<file path="src/rtl/char_buffer_pkg.sv">
// Shared constants and types for the character buffer and its clients
// (video generator, terminal command engine, arbiter).
package char_buffer_pkg;

  localparam int         ROWS_DEFAULT      = 24;
  localparam int         COLS_DEFAULT      = 80;
  localparam int         ADDR_BITS_DEFAULT = 11;
  localparam logic [7:0] FILL_CHAR_DEFAULT = 8'h20;

  typedef enum logic {
    IDLE = 1'b0,
    FILL = 1'b1
  } fill_state_e;

  // First address beyond the visible text area; valid cells are below it.
  function automatic int past_last(input int rows, input int cols);
    return rows * cols;
  endfunction

endpackage

</file>
<file path="src/rtl/char_buffer_fill_engine.sv">
// Row-fill engine: walks COLS consecutive cells (wrapping at the end of the
// ring buffer), emitting one write per client slot while busy.
module char_buffer_fill_engine
  import char_buffer_pkg::*;
#(
  parameter int ROWS      = ROWS_DEFAULT,
  parameter int COLS      = COLS_DEFAULT,
  parameter int ADDR_BITS = ADDR_BITS_DEFAULT,
  parameter int CNT_BITS  = $clog2(COLS + 1)
) (
  input  logic                 clk,
  input  logic                 reset_n,
  input  logic                 slot_i,
  input  logic                 fill_req_i,
  input  logic [ADDR_BITS-1:0] fill_start_i,
  output logic                 fill_busy_o,
  output logic                 fill_done_o,
  output logic [ADDR_BITS-1:0] fill_ptr_o
);

  localparam int                   PAST_LAST   = past_last(ROWS, COLS);
  localparam logic [ADDR_BITS-1:0] PAST_LAST_A = ADDR_BITS'(PAST_LAST);
  localparam logic [ADDR_BITS-1:0] LAST_A      = ADDR_BITS'(PAST_LAST - 1);
  localparam logic [CNT_BITS-1:0]  CNT_INIT    = CNT_BITS'(COLS);
  localparam logic [CNT_BITS-1:0]  CNT_ONE     = CNT_BITS'(1);

  fill_state_e          state_q, state_d;
  logic [ADDR_BITS-1:0] ptr_q, ptr_d;
  logic [CNT_BITS-1:0]  cnt_q, cnt_d;
  logic                 busy_q, busy_d;
  logic                 done_q, done_d;

  always_ff @(posedge clk or negedge reset_n) begin
    if (!reset_n) begin
      state_q <= IDLE;
      ptr_q   <= {ADDR_BITS{1'b0}};
      cnt_q   <= {CNT_BITS{1'b0}};
      busy_q  <= 1'b0;
      done_q  <= 1'b0;
    end else begin
      state_q <= state_d;
      ptr_q   <= ptr_d;
      cnt_q   <= cnt_d;
      busy_q  <= busy_d;
      done_q  <= done_d;
    end
  end

  // Requests are only accepted when idle; out-of-range starts are dropped.
  always_comb begin
    state_d = state_q;
    ptr_d   = ptr_q;
    cnt_d   = cnt_q;
    busy_d  = busy_q;
    done_d  = 1'b0;
    case (state_q)
      IDLE: begin
        if (fill_req_i && (fill_start_i < PAST_LAST_A)) begin
          state_d = FILL;
          ptr_d   = fill_start_i;
          cnt_d   = CNT_INIT;
          busy_d  = 1'b1;
        end else begin
          busy_d  = 1'b0;
        end
      end
      FILL: begin
        if (slot_i) begin
          ptr_d = (ptr_q == LAST_A) ? {ADDR_BITS{1'b0}} : ptr_q + {{(ADDR_BITS-1){1'b0}}, 1'b1};
          cnt_d = cnt_q - CNT_ONE;
          if (cnt_q == CNT_ONE) begin
            state_d = IDLE;
            busy_d  = 1'b0;
            done_d  = 1'b1;
          end else begin
            busy_d  = 1'b1;
          end
        end else begin
          busy_d = 1'b1;
        end
      end
      default: begin
        state_d = IDLE;
        busy_d  = 1'b0;
      end
    endcase
  end

  assign fill_busy_o = busy_q;
  assign fill_done_o = done_q;
  assign fill_ptr_o  = ptr_q;

endmodule

</file>
<file path="src/rtl/char_buffer_arbiter.sv">
// Time-slot arbiter for the single-port char buffer RAM: even cycles serve the
// video reader, odd cycles the fill engine or the write client.
// Optional client reads: define CHAR_BUFFER_CLIENT_READ_EN.
module char_buffer_arbiter
  import char_buffer_pkg::*;
#(
  parameter int         ROWS      = ROWS_DEFAULT,
  parameter int         COLS      = COLS_DEFAULT,
  parameter int         ADDR_BITS = ADDR_BITS_DEFAULT,
  parameter logic [7:0] FILL_CHAR = FILL_CHAR_DEFAULT
) (
  input  logic                 clk,
  input  logic                 reset_n,
  input  logic [ADDR_BITS-1:0] vid_addr,
  output logic [7:0]           vid_data,
  input  logic                 wr_valid,
  output logic                 wr_ready,
  input  logic [ADDR_BITS-1:0] wr_addr,
  input  logic [7:0]           wr_data,
`ifdef CHAR_BUFFER_CLIENT_READ_EN
  input  logic                 wr_read,
  output logic [7:0]           rd_data,
  output logic                 rd_valid,
`endif
  input  logic                 fill_req,
  input  logic [ADDR_BITS-1:0] fill_start,
  output logic                 fill_busy,
  output logic                 fill_done,
  output logic [ADDR_BITS-1:0] ram_addr,
  output logic                 ram_we,
  output logic [7:0]           ram_wdata,
  input  logic [7:0]           ram_rdata
);

  localparam logic [ADDR_BITS-1:0] PAST_LAST_A = ADDR_BITS'(past_last(ROWS, COLS));

  logic                 phase_q;
  logic [7:0]           vid_data_q;
  logic [ADDR_BITS-1:0] fill_ptr_s;
  logic                 wr_in_range_s;

  char_buffer_fill_engine #(
    .ROWS      (ROWS),
    .COLS      (COLS),
    .ADDR_BITS (ADDR_BITS)
  ) u_fill (
    .clk          (clk),
    .reset_n      (reset_n),
    .slot_i       (phase_q),
    .fill_req_i   (fill_req),
    .fill_start_i (fill_start),
    .fill_busy_o  (fill_busy),
    .fill_done_o  (fill_done),
    .fill_ptr_o   (fill_ptr_s)
  );

  assign wr_in_range_s = (wr_addr < PAST_LAST_A);

  // The RAM result of a phase-0 read is on ram_rdata during phase 1.
  always_ff @(posedge clk or negedge reset_n) begin
    if (!reset_n) begin
      phase_q    <= 1'b0;
      vid_data_q <= 8'h00;
    end else begin
      phase_q <= ~phase_q;
      if (phase_q) begin
        vid_data_q <= ram_rdata;
      end else begin
        vid_data_q <= vid_data_q;
      end
    end
  end

  assign vid_data = vid_data_q;

`ifdef CHAR_BUFFER_CLIENT_READ_EN
  logic       client_rd_s;
  logic       rd_pend_q;
  logic       rd_oor_q;
  logic [7:0] rd_data_q;
  logic       rd_valid_q;

  // A client read issued in phase 1 lands on ram_rdata in the following phase 0.
  always_ff @(posedge clk or negedge reset_n) begin
    if (!reset_n) begin
      rd_pend_q  <= 1'b0;
      rd_oor_q   <= 1'b0;
      rd_data_q  <= 8'h00;
      rd_valid_q <= 1'b0;
    end else if (phase_q) begin
      rd_pend_q  <= client_rd_s;
      rd_oor_q   <= ~wr_in_range_s;
      rd_valid_q <= 1'b0;
    end else begin
      rd_pend_q  <= 1'b0;
      rd_valid_q <= rd_pend_q;
      if (rd_pend_q) begin
        rd_data_q <= rd_oor_q ? 8'h00 : ram_rdata;
      end else begin
        rd_data_q <= rd_data_q;
      end
    end
  end

  assign rd_data  = rd_data_q;
  assign rd_valid = rd_valid_q;
`endif

  // Slot mux: video in phase 0; fill engine beats the client in phase 1.
  always_comb begin
    ram_addr  = vid_addr;
    ram_we    = 1'b0;
    ram_wdata = 8'h00;
    wr_ready  = 1'b0;
`ifdef CHAR_BUFFER_CLIENT_READ_EN
    client_rd_s = 1'b0;
`endif
    if (phase_q) begin
      if (fill_busy) begin
        ram_addr  = fill_ptr_s;
        ram_we    = 1'b1;
        ram_wdata = FILL_CHAR;
      end else begin
        wr_ready  = 1'b1;
        ram_addr  = wr_addr;
        ram_wdata = wr_data;
`ifdef CHAR_BUFFER_CLIENT_READ_EN
        client_rd_s = wr_valid & wr_read;
        ram_we      = wr_valid & ~wr_read & wr_in_range_s;
`else
        ram_we      = wr_valid & wr_in_range_s;
`endif
      end
    end else begin
      ram_addr = vid_addr;
    end
  end

endmodule
</file>
<file path="config.mk">
export PLATFORM = sky130hd
export DESIGN_NAME = char_buffer_arbiter
export DESIGN_NICKNAME = d
export VERILOG_FILES = /design/src/rtl/char_buffer_pkg.sv /design/src/rtl/char_buffer_fill_engine.sv /design/src/rtl/char_buffer_arbiter.sv
export SDC_FILE = /design/constraint.sdc
export NUM_CORES = 1
export LEC_CHECK = 0
export ABC_AREA = 1
export CORE_ASPECT_RATIO = 0.5
export CORE_MARGIN = 4
export CORE_UTILIZATION = 41
export CTS_CLUSTER_DIAMETER = 40
export DETAILED_ROUTE_END_ITERATION = 12
export GPL_TIMING_DRIVEN = 0
export PLACE_DENSITY = 0.89
export SLEW_MARGIN = 20
export SYNTH_ARGS = -nofsm -noshare
export SYNTH_HDL_FRONTEND = slang
export SYNTH_SLANG_ARGS = --single-unit
export TNS_END_PERCENT = 5
</file>
<file path="constraint.sdc">
create_clock -name clk -period 1.5 [get_ports clk]
set_clock_uncertainty 0.05 [all_clocks]
set_input_delay 0.15 -clock clk [delete_from_list [all_inputs] [get_ports clk]]
set_output_delay 0.15 -clock clk [all_outputs]
set_load 0.05 [all_outputs]
</file>
==> results.json, run 1 <==
{
  "violations": "negative setup slack",
  "number_of_unique_standard_cell_types_used_by_synthesis": 25,
  "worstHoldPathType": "primary input to register",
  "timing.critical_path.slowest_cell_delay_ns": 0.44,
  "synth_common_cells": "sky130_fd_sc_hd__nand2_1, sky130_fd_sc_hd__dfrtp_1, sky130_fd_sc_hd__nand3_1, sky130_fd_sc_hd__inv_1, sky130_fd_sc_hd__nor2_1",
  "starting_utilization_of_the_core_area": 0.445,
  "post-synth-top-count-cell": "sky130_fd_sc_hd__nand2_1",
  "crit_arrival_ns": 1.49,
  "port_buffers": 83,
  "clkTransAtPathRegs_ns": 0.07,
  "report.power.total_mw": 1.67,
  "yosysTopAreaCellShare": 0.401,
  "grt_antenna_before_repair": 0,
  "cellLeakagePower_nw": 1.38,
  "first_global_vias": 2062,
  "route.vias.total": 2262,
  "synth_edf_count": 0,
  "synth_fp_nets": 321,
  "fin_util": 0.729,
  "wirelength_mm": 6.72,
  "mapped_avg_cell_area_um2": 6.83,
  "cts_tree": "built",
  "timing.final.crit_share": 1.13,
  "final.setup.worst_slack_ns": -0.188,
  "status": "complete, but fails checks",
  "cts-htree-levels": 2,
  "critical_path.cell_chain": "inv_6, nor2_4, buf_6, nand2_1, o211ai_1, buf_4",
  "vdd_ir_drop_max_mv": 0.436,
  "ys_dominant_reg_cell": "sky130_fd_sc_hd__dfrtp_1",
  "drv_slew": 0,
  "core.rowCount": 16,
  "detail_route.first_pass.iterations": 6,
  "boundaryPins": 84,
  "grt_start_max_net_pins": 30,
  "power_density_nw_per_um2": 563,
  "fraction_of_final_layout_cells_with_drive_strength_greater_than_1": 0.203,
  "final-seq-area_um2": 731,
  "ys_seq_elements": 29,
  "multi_input_comb_area_um2": 1020,
  "clk_path_buf_depth": 2,
  "worst_ep_required_time_ns": 1.30,
  "worst_setup_path_start_kind": "register",
  "fillers": 285,
  "antenna-diode-count": 0,
  "largest_cells_by_area_after_synthesis": "sky130_fd_sc_hd__dfrtp_1, sky130_fd_sc_hd__nand2_1, sky130_fd_sc_hd__nand3_1, sky130_fd_sc_hd__inv_1, sky130_fd_sc_hd__nor2_1",
  "postSynth.asyncResetShare": 1.00,
  "highest_delay_cell_along_the_critical_path": "sky130_fd_sc_hd__dfrtp_2",
  "cts_made_buffers": 5,
  "crit_path_end_kind": "output port",
  "detailedPlacementHpwl_mm": 4.68,
  "globalRouteOverflowTotal": 0,
  "critical_path.top_delay_family": "buffers and inverters",
  "fin_crit_ns": 1.69,
  "setup_viol": 20,
  "drc_violation_count_after_routing": 0,
  "design_area_um2": 2960,
  "setup_total_negative_slack_ns": -2.39,
  "drtAntennaViolNets": 0,
  "place_worst_setup_slack_ns": -0.677,
  "ys_warn_count": 0,
  "timing.hold.ws_ns": 0.349,
  "die_width_um": 102,
  "grt_setup_unrepaired": "yes",
  "maxClockFrequency_mhz": 593,
  "cts_sinks": 29,
  "vias_per_cell": 5.40,
  "die_area_um2": 5600,
  "post_layout_instance_count_excluding_filler_cells": 419,
  "place_area_um2": 2720,
  "yosys.area.top_type": "sky130_fd_sc_hd__dfrtp_1",
  "area_delta_synth_final_pct": 63.8,
  "timing_worst_setup_path_type": "register to output port",
  "finalNetCount": 420,
  "place_congestion": 0.904,
  "timing.critical_path.buf_inv": 3,
  "clock_insertion_delay_worst_skew_ns": 0.29,
  "worstMarginPinSlew_ns": 0.676,
  "route.detailed.wl_per_inst_um": 16.0,
  "dpl.cell_count": 402,
  "fp.dieH_um": 55.0,
  "initialDrtViolationCount": 173,
  "core_area_um2": 4060,
  "hold_viol": 0,
  "cts_root_buffer": "sky130_fd_sc_hd__clkbuf_8",
  "synthesis.instances": 265,
  "maxCapViolCount": 0,
  "synthesis.area_um2": 1810,
  "first_pass_grt_wire_length_mm": 10.1,
  "synth_seq_area_share": 0.401,
  "gr-usage-all-layers": 0.242,
  "timing.critical_path.fanout_max": 10,
  "slew_headroom": 0.550
}
==> layout by cell type, fill, tap and decap left out, types with 7 or more instances in the layout <==
master and n:
sky130_fd_sc_hd__nand3_1 25, sky130_fd_sc_hd__nand4_1 8, sky130_fd_sc_hd__nand2_1 108, sky130_fd_sc_hd__buf_6 15
sky130_fd_sc_hd__o21ai_0 7, sky130_fd_sc_hd__clkdlybuf4s50_1 51, sky130_fd_sc_hd__nor2_1 12, sky130_fd_sc_hd__nor2_2 8
sky130_fd_sc_hd__dlygate4sd2_1 9, sky130_fd_sc_hd__dfrtp_1 25, sky130_fd_sc_hd__buf_4 18, sky130_fd_sc_hd__inv_1 19
==> sequential cells by signal, indices dropped and copies added, names as in the netlist <==
register	cells
u_fill.fill_ptr_o	11
vid_data	8
u_fill.cnt_q	7
phase_q	1
u_fill.fill_done_o	1
u_fill.state_q	1
==> area by class of cell <==
type,count,share of cell area
multi-input combinational,206,0.344
timing repair buffer,92,0.298
sequential,29,0.247
buffer,8,0.0304
inverter,22,0.0304
clock buffer,6,0.0245
tap,54,0.0228
clock inverter,2,0.00338
==> worst min-delay path, cell delays in order <==
cell and delay (ns):
sky130_fd_sc_hd__clkdlybuf4s50_1 0.39, sky130_fd_sc_hd__nand2_1 0.06, sky130_fd_sc_hd__nand2_1 0.05
==> power by group <==
| part | switching [mW] | internal (mW) |
|---|---|---|
| clock | 0.322 | 0.321 |
| combinational | 0.0920 | 0.134 |
| sequential | 0.00560 | 0.793 |
==> layer usage <==
layer  GRT usage  share of wire  up-vias
li1            -              -     1054
met1       0.293           0.40     1086
met2       0.435           0.52      107
met3      0.0488          0.060       15
met4       0.100          0.020        0
met5           0              0        -
==> kinds of logic after synthesis <==
logic type,count (synthesis),synth area share
xor+xnor,4,0.0194
compound gates,26,0.0816
buf+inv,30,0.0678
simple gates,173,0.409
fa+ha+maj,3,0.0207
flops,29,0.401
==> timing repair <==
| item | 4_1_cts | 5_1_grt |
|---|---|---|
| hold buffers | 1 | 0 |
| resized for setup | 166 | 24 |
| gates cloned | 0 | 2 |
| setup buffers | 2 | 4 |
| setup endpoints to repair | 39 | 32 |
| pin swaps | 4 | 2 |
| endpoints found under the hold margin | 29 | 0 |
==> path summary, 6_finish.rpt <==
kind	from	endpoint	slack (ns)	cells after the start
max	phase_q$_DFF_PN0_	ram_addr[7]	-0.19	6
min	ram_rdata[2]	vid_data[2]$_DFFE_PN0P_	0.35	3
max reg2reg	u_fill.fill_ptr_o[0]$_DFFE_PN0P_	u_fill.fill_ptr_o[7]$_DFFE_PN0P_	0.02	8
min reg2reg	vid_data[0]$_DFFE_PN0P_	vid_data[0]$_DFFE_PN0P_	0.42	2
max in group asynchronous	reset_n	phase_q$_DFF_PN0_	0.51	2
min in group asynchronous	reset_n	u_fill.cnt_q[5]$_DFFE_PN0P_	0.41	2
Note: power is estimated with default switching activity, not from simulation.
==> inputs of run 2 (changes only) <==
- CELL_PAD_IN_SITES_DETAIL_PLACEMENT: unset -> 0
- CELL_PAD_IN_SITES_GLOBAL_PLACEMENT: unset -> 2
- CORE_UTILIZATION: 41 -> 21
==> results.json, run 2 (synthesized netlist as in run 1, its figures left out) <==
{
  "status": "complete, but fails checks",
  "violations": "negative setup slack",
  "clk_path_buf_depth": 2,
  "area_delta_synth_final_pct": 64.7,
  "final.setup.worst_slack_ns": -0.156,
  "met2_global_route_usage": 0.222,
  "worst_r2r_endpoint": "u_fill.fill_ptr_o[10]$_DFFE_PN0P_",
  "die_width_um": 139,
  "min-delay-start": "ram_rdata[4]",
  "sequentialPowerShare": 0.403,
  "largest_reg_flops": 11,
  "fp.dieH_um": 73.6,
  "timing.final.crit_share": 1.10,
  "first_global_vias": 1987,
  "drtAntennaViolNets": 0,
  "worstHoldPathType": "primary input to register",
  "core_area_um2": 8200,
  "grt_antenna_before_repair": 0,
  "route.vias.total": 2006,
  "p_comb_frac": 0.113,
  "vdd_ir_drop_max_mv": 0.376,
  "place_congestion": 0.803,
  "grt.busiest_layer": "met2",
  "gr-usage-all-layers": 0.123,
  "timing.rr.start": "u_fill.fill_ptr_o[0]$_DFFE_PN0P_",
  "worst_ep_required_time_ns": 1.30,
  "initialDrtViolationCount": 81,
  "timing.reg2reg.worst_path_depth": 8,
  "slew_headroom": 0.529,
  "grt_setup_unrepaired": "yes",
  "detailedPlacementHpwl_mm": 5.26,
  "die_area_um2": 10300,
  "cts_sinks": 29,
  "timing.critical_path.fanout_max": 10,
  "drv_slew": 0,
  "timing.reg2reg.setup_slack_ns": 0.08,
  "drc_violation_count_after_routing": 0,
  "cp-startpoint": "u_fill.state_q$_DFF_PN0_",
  "maxCapViolCount": 0,
  "fraction_of_met1_tracks_used_by_global_routing": 0.155,
  "cts_root_buffer": "sky130_fd_sc_hd__clkbuf_16",
  "finalNetCount": 414,
  "hold_viol": 0,
  "cellLeakagePower_nw": 1.36,
  "clock_insertion_delay_worst_skew_ns": 0.27,
  "cts_tree": "built",
  "starting_utilization_of_the_core_area": 0.221,
  "power.share.switching": 0.206,
  "grt_start_max_net_pins": 30,
  "worstMarginPinSlew_ns": 0.707,
  "p_int_mw": 1.58,
  "first_pass_grt_wire_length_mm": 10.1,
  "vias_per_cell": 4.27,
  "port_buffers": 83,
  "crit_arrival_ns": 1.46,
  "whs_endpoint": "vid_data[4]$_DFFE_PN0P_",
  "antenna-diode-count": 0,
  "core.rowCount": 23,
  "boundaryPins": 84,
  "detail_route.first_pass.iterations": 4,
  "cts_made_buffers": 5,
  "timing_worst_setup_path_type": "register to output port",
  "timing.hold.ws_ns": 0.381,
  "maxClockFrequency_mhz": 604,
  "cts-htree-levels": 2,
  "fin_util": 0.363,
  "fraction_of_final_layout_cells_with_drive_strength_greater_than_1": 0.165,
  "hold_depth": 3,
  "setup_viol": 21,
  "crit_path_end_kind": "output port",
  "grt.met3_usage": 0.0254,
  "power.share.clock": 0.484,
  "power_density_nw_per_um2": 667,
  "wirelength_mm": 6.47,
  "most_common_library_cell_in_the_layout_ignoring_fill_and_taps": "sky130_fd_sc_hd__nand2_1",
  "worst_setup_path_start_kind": "register",
  "globalRouteOverflowTotal": 0,
  "route.detailed.wl_per_inst_um": 13.8,
  "fin_crit_ns": 1.66,
  "layout.cells.most_common_list": "sky130_fd_sc_hd__nand2_1, sky130_fd_sc_hd__clkdlybuf4s50_1, sky130_fd_sc_hd__nand3_1, sky130_fd_sc_hd__dfrtp_1, sky130_fd_sc_hd__buf_4",
  "clkTransAtPathRegs_ns": 0.05,
  "power.net_switching_mw": 0.410
}
[run 2: cell types whose count changed in the layout (fill, tap and decap cells not counted), moves of 4 or more]
cell                        before  now
sky130_fd_sc_hd__clkbuf_8        5    1
sky130_fd_sc_hd__nor2_1         12   17
sky130_fd_sc_hd__nor2_2          8    3
sky130_fd_sc_hd__buf_6          15    7
sky130_fd_sc_hd__clkbuf_16       1    6
[run 2: through the flow]
step           instances  cell area (um2)  total power, mW  TNS [ns]  worst slack (ns)
6_report             470             2980             1.99     -2.43            -0.156
5_1_grt              470             2980             2.07     -3.88            -0.241
4_1_cts              470             2950             2.02     -2.56            -0.163
3_5_place_dp         460             2790             1.05    -12.84            -0.753
3_3_place_gp         460             2800             1.05    -22.58            -0.752
2_1_floorplan        265             1830            0.865     -5.09            -0.342
[run 2: worst max-delay path, cell delays in order (launching register included)]
cell and delay (ns):
sky130_fd_sc_hd__dfrtp_2 0.48, sky130_fd_sc_hd__inv_2 0.15, sky130_fd_sc_hd__buf_4 0.19, sky130_fd_sc_hd__nand2_1 0.06, sky130_fd_sc_hd__nor2_1 0.12, sky130_fd_sc_hd__buf_6 0.18
[run 2: timing repair]
| action | in CTS | in global routing |
|---|---|---|
| resized for setup | 154 | 8 |
| endpoints found under the hold margin | 29 | 0 |
| pin swaps | 2 | 1 |
| setup endpoints to repair | 39 | 30 |
| setup buffers | 2 | 0 |
| hold buffers | 1 | 0 |
[run 2: how the worst max path moves through the flow]
stage	end	slack, ns	cells after the start
3_3_place_gp	ram_addr[8]	-0.75	6
5_1_grt	ram_addr[8]	-0.24	6
4_1_cts	ram_addr[8]	-0.16	5
6_report	ram_wdata[2]	-0.16	5
3_5_place_dp	ram_addr[4]	-0.75	6
2_1_floorplan	ram_addr[0]	-0.34	3
[run 2: power groups by stage]
stage | clock, mW | combinational, mW | sequential, mW
2_1_floorplan | 0 | 0.0122 | 0.853
3_3_place_gp | 0 | 0.234 | 0.813
3_5_place_dp | 0 | 0.234 | 0.814
4_1_cts | 0.988 | 0.229 | 0.801
5_1_grt | 1.03 | 0.240 | 0.802
6_report | 0.962 | 0.226 | 0.801
[run 2: layout make-up]
type                            instances  area [um2]
Sequential cell                        29         729
Tap cell                              112         140
Inverter                               22        85.1
Clock buffer                            7         143
Multi-Input combinational cell        206         997
Buffer                                  8        76.3
Timing Repair Buffer                   86         808
Fill cell                             862        5220
[run 2: metal layers]
layer,vias to the layer above,part of all wire
met5,-,0
met3,4,0.042
met1,920,0.42
met4,0,0.0097
met2,37,0.53
li1,1045,-
==> inputs of run 3 (changes only) <==
- ABC_AREA: 1 -> unset
- CORE_UTILIZATION: 21 -> 23
- PLACE_DENSITY: 0.89 -> 0.88
==> results.json, run 3 <==
{
  "design_area_um2": 3510,
  "timing.rr.start": "u_fill.fill_ptr_o[0]$_DFFE_PN0P_",
  "status": "complete, but fails checks",
  "fin_crit_ns": 1.78,
  "setup_total_negative_slack_ns": -5.51,
  "antenna-diode-count": 0,
  "violations": "negative setup slack",
  "setup_viol": 34,
  "initialDrtViolationCount": 90,
  "whs_endpoint": "u_fill.fill_ptr_o[6]$_DFFE_PN0P_",
  "p_int_mw": 1.86,
  "synthesis.area_um2": 1850,
  "p_comb_frac": 0.281,
  "place_congestion": 0.728,
  "cts_tree": "built",
  "globalRouteOverflowTotal": 0,
  "cts_sinks": 29,
  "worst_r2r_endpoint": "u_fill.fill_ptr_o[3]$_DFFE_PN0P_",
  "layout.cells.most_common_list": "sky130_fd_sc_hd__clkdlybuf4s50_1, sky130_fd_sc_hd__buf_6, sky130_fd_sc_hd__dfrtp_1, sky130_fd_sc_hd__nor2_1, sky130_fd_sc_hd__nand2_1",
  "timing.reg2reg.setup_slack_ns": -0.26,
  "ys_warn_count": 0,
  "first_global_vias": 1988,
  "timing.final.crit_share": 1.19,
  "most_common_library_cell_in_the_layout_ignoring_fill_and_taps": "sky130_fd_sc_hd__clkdlybuf4s50_1",
  "crit_arrival_ns": 1.58,
  "slew_headroom": 0.535,
  "power.share.switching": 0.297,
  "post-synth-top-count-cell": "sky130_fd_sc_hd__dfrtp_1",
  "largest_reg_flops": 11,
  "power_density_nw_per_um2": 754,
  "drc_violation_count_after_routing": 0,
  "drtAntennaViolNets": 0,
  "finalNetCount": 363,
  "grt_start_max_net_pins": 30,
  "synth_seq_area_share": 0.393,
  "maxClockFrequency_mhz": 561,
  "fp.dieH_um": 71.4,
  "maxCapViolCount": 0,
  "die_width_um": 135,
  "cts_made_buffers": 5,
  "power.share.clock": 0.376,
  "vias_per_cell": 4.79,
  "boundaryPins": 84,
  "drv_slew": 0,
  "mapped_avg_cell_area_um2": 9.23,
  "worstHoldPathType": "primary input to register",
  "min-delay-start": "fill_start[6]",
  "ys_dominant_reg_cell": "sky130_fd_sc_hd__dfrtp_1",
  "hold_depth": 3,
  "detailedPlacementHpwl_mm": 4.75,
  "power.net_switching_mw": 0.786,
  "fillers": 719,
  "cts-htree-levels": 2,
  "vdd_ir_drop_max_mv": 0.399,
  "worstMarginPinSlew_ns": 0.698,
  "wirelength_mm": 6.61,
  "timing.hold.ws_ns": 0.384,
  "number_of_unique_standard_cell_types_used_by_synthesis": 50,
  "crit_path_end_kind": "output port",
  "grt_antenna_before_repair": 0,
  "core_area_um2": 7570,
  "core.rowCount": 22,
  "synth_common_cells": "sky130_fd_sc_hd__dfrtp_1, sky130_fd_sc_hd__nand2_1, sky130_fd_sc_hd__nor2_1, sky130_fd_sc_hd__a21oi_1, sky130_fd_sc_hd__mux2i_1",
  "cp-startpoint": "u_fill.state_q$_DFF_PN0_",
  "final.setup.worst_slack_ns": -0.282,
  "worst_ep_required_time_ns": 1.30,
  "postSynth.asyncResetShare": 1.00,
  "route.detailed.wl_per_inst_um": 15.9,
  "hold_viol": 0,
  "grt_setup_unrepaired": "yes",
  "dpl.cell_count": 391,
  "place_area_um2": 2990,
  "die_area_um2": 9610,
  "post_layout_instance_count_excluding_filler_cells": 416,
  "synth_edf_count": 0,
  "clkTransAtPathRegs_ns": 0.05,
  "route.vias.total": 1993,
  "starting_utilization_of_the_core_area": 0.244,
  "timing.critical_path.fanout_max": 6,
  "timing_worst_setup_path_type": "register to output port",
  "clock_insertion_delay_worst_skew_ns": 0.27,
  "worst_setup_path_start_kind": "register",
  "yosys.area.top_type": "sky130_fd_sc_hd__dfrtp_1",
  "synthesis.instances": 200,
  "gr-usage-all-layers": 0.137,
  "sequentialPowerShare": 0.343,
  "cts_root_buffer": "sky130_fd_sc_hd__clkbuf_16",
  "area_delta_synth_final_pct": 90.2,
  "yosysTopAreaCellShare": 0.393,
  "largest_cells_by_area_after_synthesis": "sky130_fd_sc_hd__dfrtp_1, sky130_fd_sc_hd__mux2i_1, sky130_fd_sc_hd__mux2_2, sky130_fd_sc_hd__nand2_1, sky130_fd_sc_hd__nor2_1",
  "clk_path_buf_depth": 2,
  "timing.reg2reg.worst_path_depth": 5,
  "cellLeakagePower_nw": 1.51,
  "synth_fp_nets": 256,
  "port_buffers": 83,
  "fraction_of_final_layout_cells_with_drive_strength_greater_than_1": 0.354,
  "detail_route.first_pass.iterations": 4,
  "first_pass_grt_wire_length_mm": 10.6,
  "ys_seq_elements": 29
}
[run 3: changes by cell type after synthesis, moves of 4 or more]
cell                       before  now
sky130_fd_sc_hd__o211ai_1       6    1
sky130_fd_sc_hd__mux2i_1        0   14
sky130_fd_sc_hd__nand2_1      110   20
sky130_fd_sc_hd__a21oi_1        5   14
sky130_fd_sc_hd__nand4_1        8    3
sky130_fd_sc_hd__mux2_2         0    8
sky130_fd_sc_hd__nand3_1       26    6
sky130_fd_sc_hd__and3_1         0    9
sky130_fd_sc_hd__o21ai_0        8   12
sky130_fd_sc_hd__inv_1         19    5
sky130_fd_sc_hd__o21ai_1        5    0
[run 3: layout make-up]
cell class,count,area (um2),share of cell area
Inverter,5,18.8,0.00534
Clock buffer,8,146,0.0417
Tap cell,108,135,0.0385
Buffer,13,178,0.0506
Multi-Input combinational cell,153,1280,0.364
Timing Repair Buffer,100,1020,0.290
Sequential cell,29,736,0.209
[run 3: worst max-delay path by stage]
stage                                            end  slack (ns)  cells past startpoint
CTS                                      ram_addr[5]       -0.32                      5
floorplan           u_fill.fill_ptr_o[5]$_DFFE_PN0P_       -0.15                      6
global placement                         ram_addr[7]       -1.06                      5
detailed placement                       ram_addr[7]       -1.11                      5
global route        u_fill.fill_ptr_o[3]$_DFFE_PN0P_       -0.32                      5
finish                                   ram_addr[9]       -0.28                      6
[run 3: logic make-up (layout without fill, tap and decap cells)]
| family | count (synthesis) | after routing | share of synthesized area |
|---|---|---|---|
| simple gates | 77 | 77 | 0.217 |
| compound gates | 48 | 48 | 0.178 |
| flops | 29 | 29 | 0.393 |
| mux | 22 | 22 | 0.125 |
| buf+inv | 18 | 126 | 0.0528 |
| fa+ha+maj | 3 | 3 | 0.0203 |
| xor+xnor | 3 | 3 | 0.0142 |
[run 3: critical path, cell delays in order (launching register included)]
cell,delay (ns)
sky130_fd_sc_hd__dfrtp_2,0.41
sky130_fd_sc_hd__buf_6,0.14
sky130_fd_sc_hd__buf_12,0.13
sky130_fd_sc_hd__buf_12,0.14
sky130_fd_sc_hd__mux2i_4,0.19
sky130_fd_sc_hd__a21oi_4,0.13
sky130_fd_sc_hd__buf_6,0.17
[run 3: metal layers]
metal / up-vias / track usage / part of all wire
met1: 973 / 0.174 / 0.45
met4: 0 / 0.0418 / 0.011
met3: 9 / 0.0316 / 0.050
met2: 57 / 0.236 / 0.49
li1: 954 / - / -
met5: - / 0 / 0
[run 3: per-stage QoR]
step                       util  total power, mW  setup slack [ns]
after floorplan               -             1.31            -0.152
after global placement    0.396             1.59             -1.06
after detailed placement  0.396             1.60             -1.11
after CTS                 0.450             2.65            -0.317
after global routing      0.464             2.78            -0.318
final                     0.464             2.65            -0.282
[run 3: what timing repair did]
item                                    CTS  global route
buffers inserted                          6             8
gates resized for setup                 194            17
endpoints found under the hold margin    29             0
endpoints found under the setup margin   48            38
hold buffers                              1             0
cloned                                    2             0
pin swaps                                13             8
[run 3: power by group through the flow]
stage | combinational (mW) | sequential [mW] | clock (mW)
floorplan | 0.375 | 0.930 | 0
global placement | 0.689 | 0.903 | 0
detailed placement | 0.696 | 0.909 | 0
CTS | 0.725 | 0.906 | 1.02
global route | 0.794 | 0.914 | 1.07
finish | 0.743 | 0.909 | 0.996
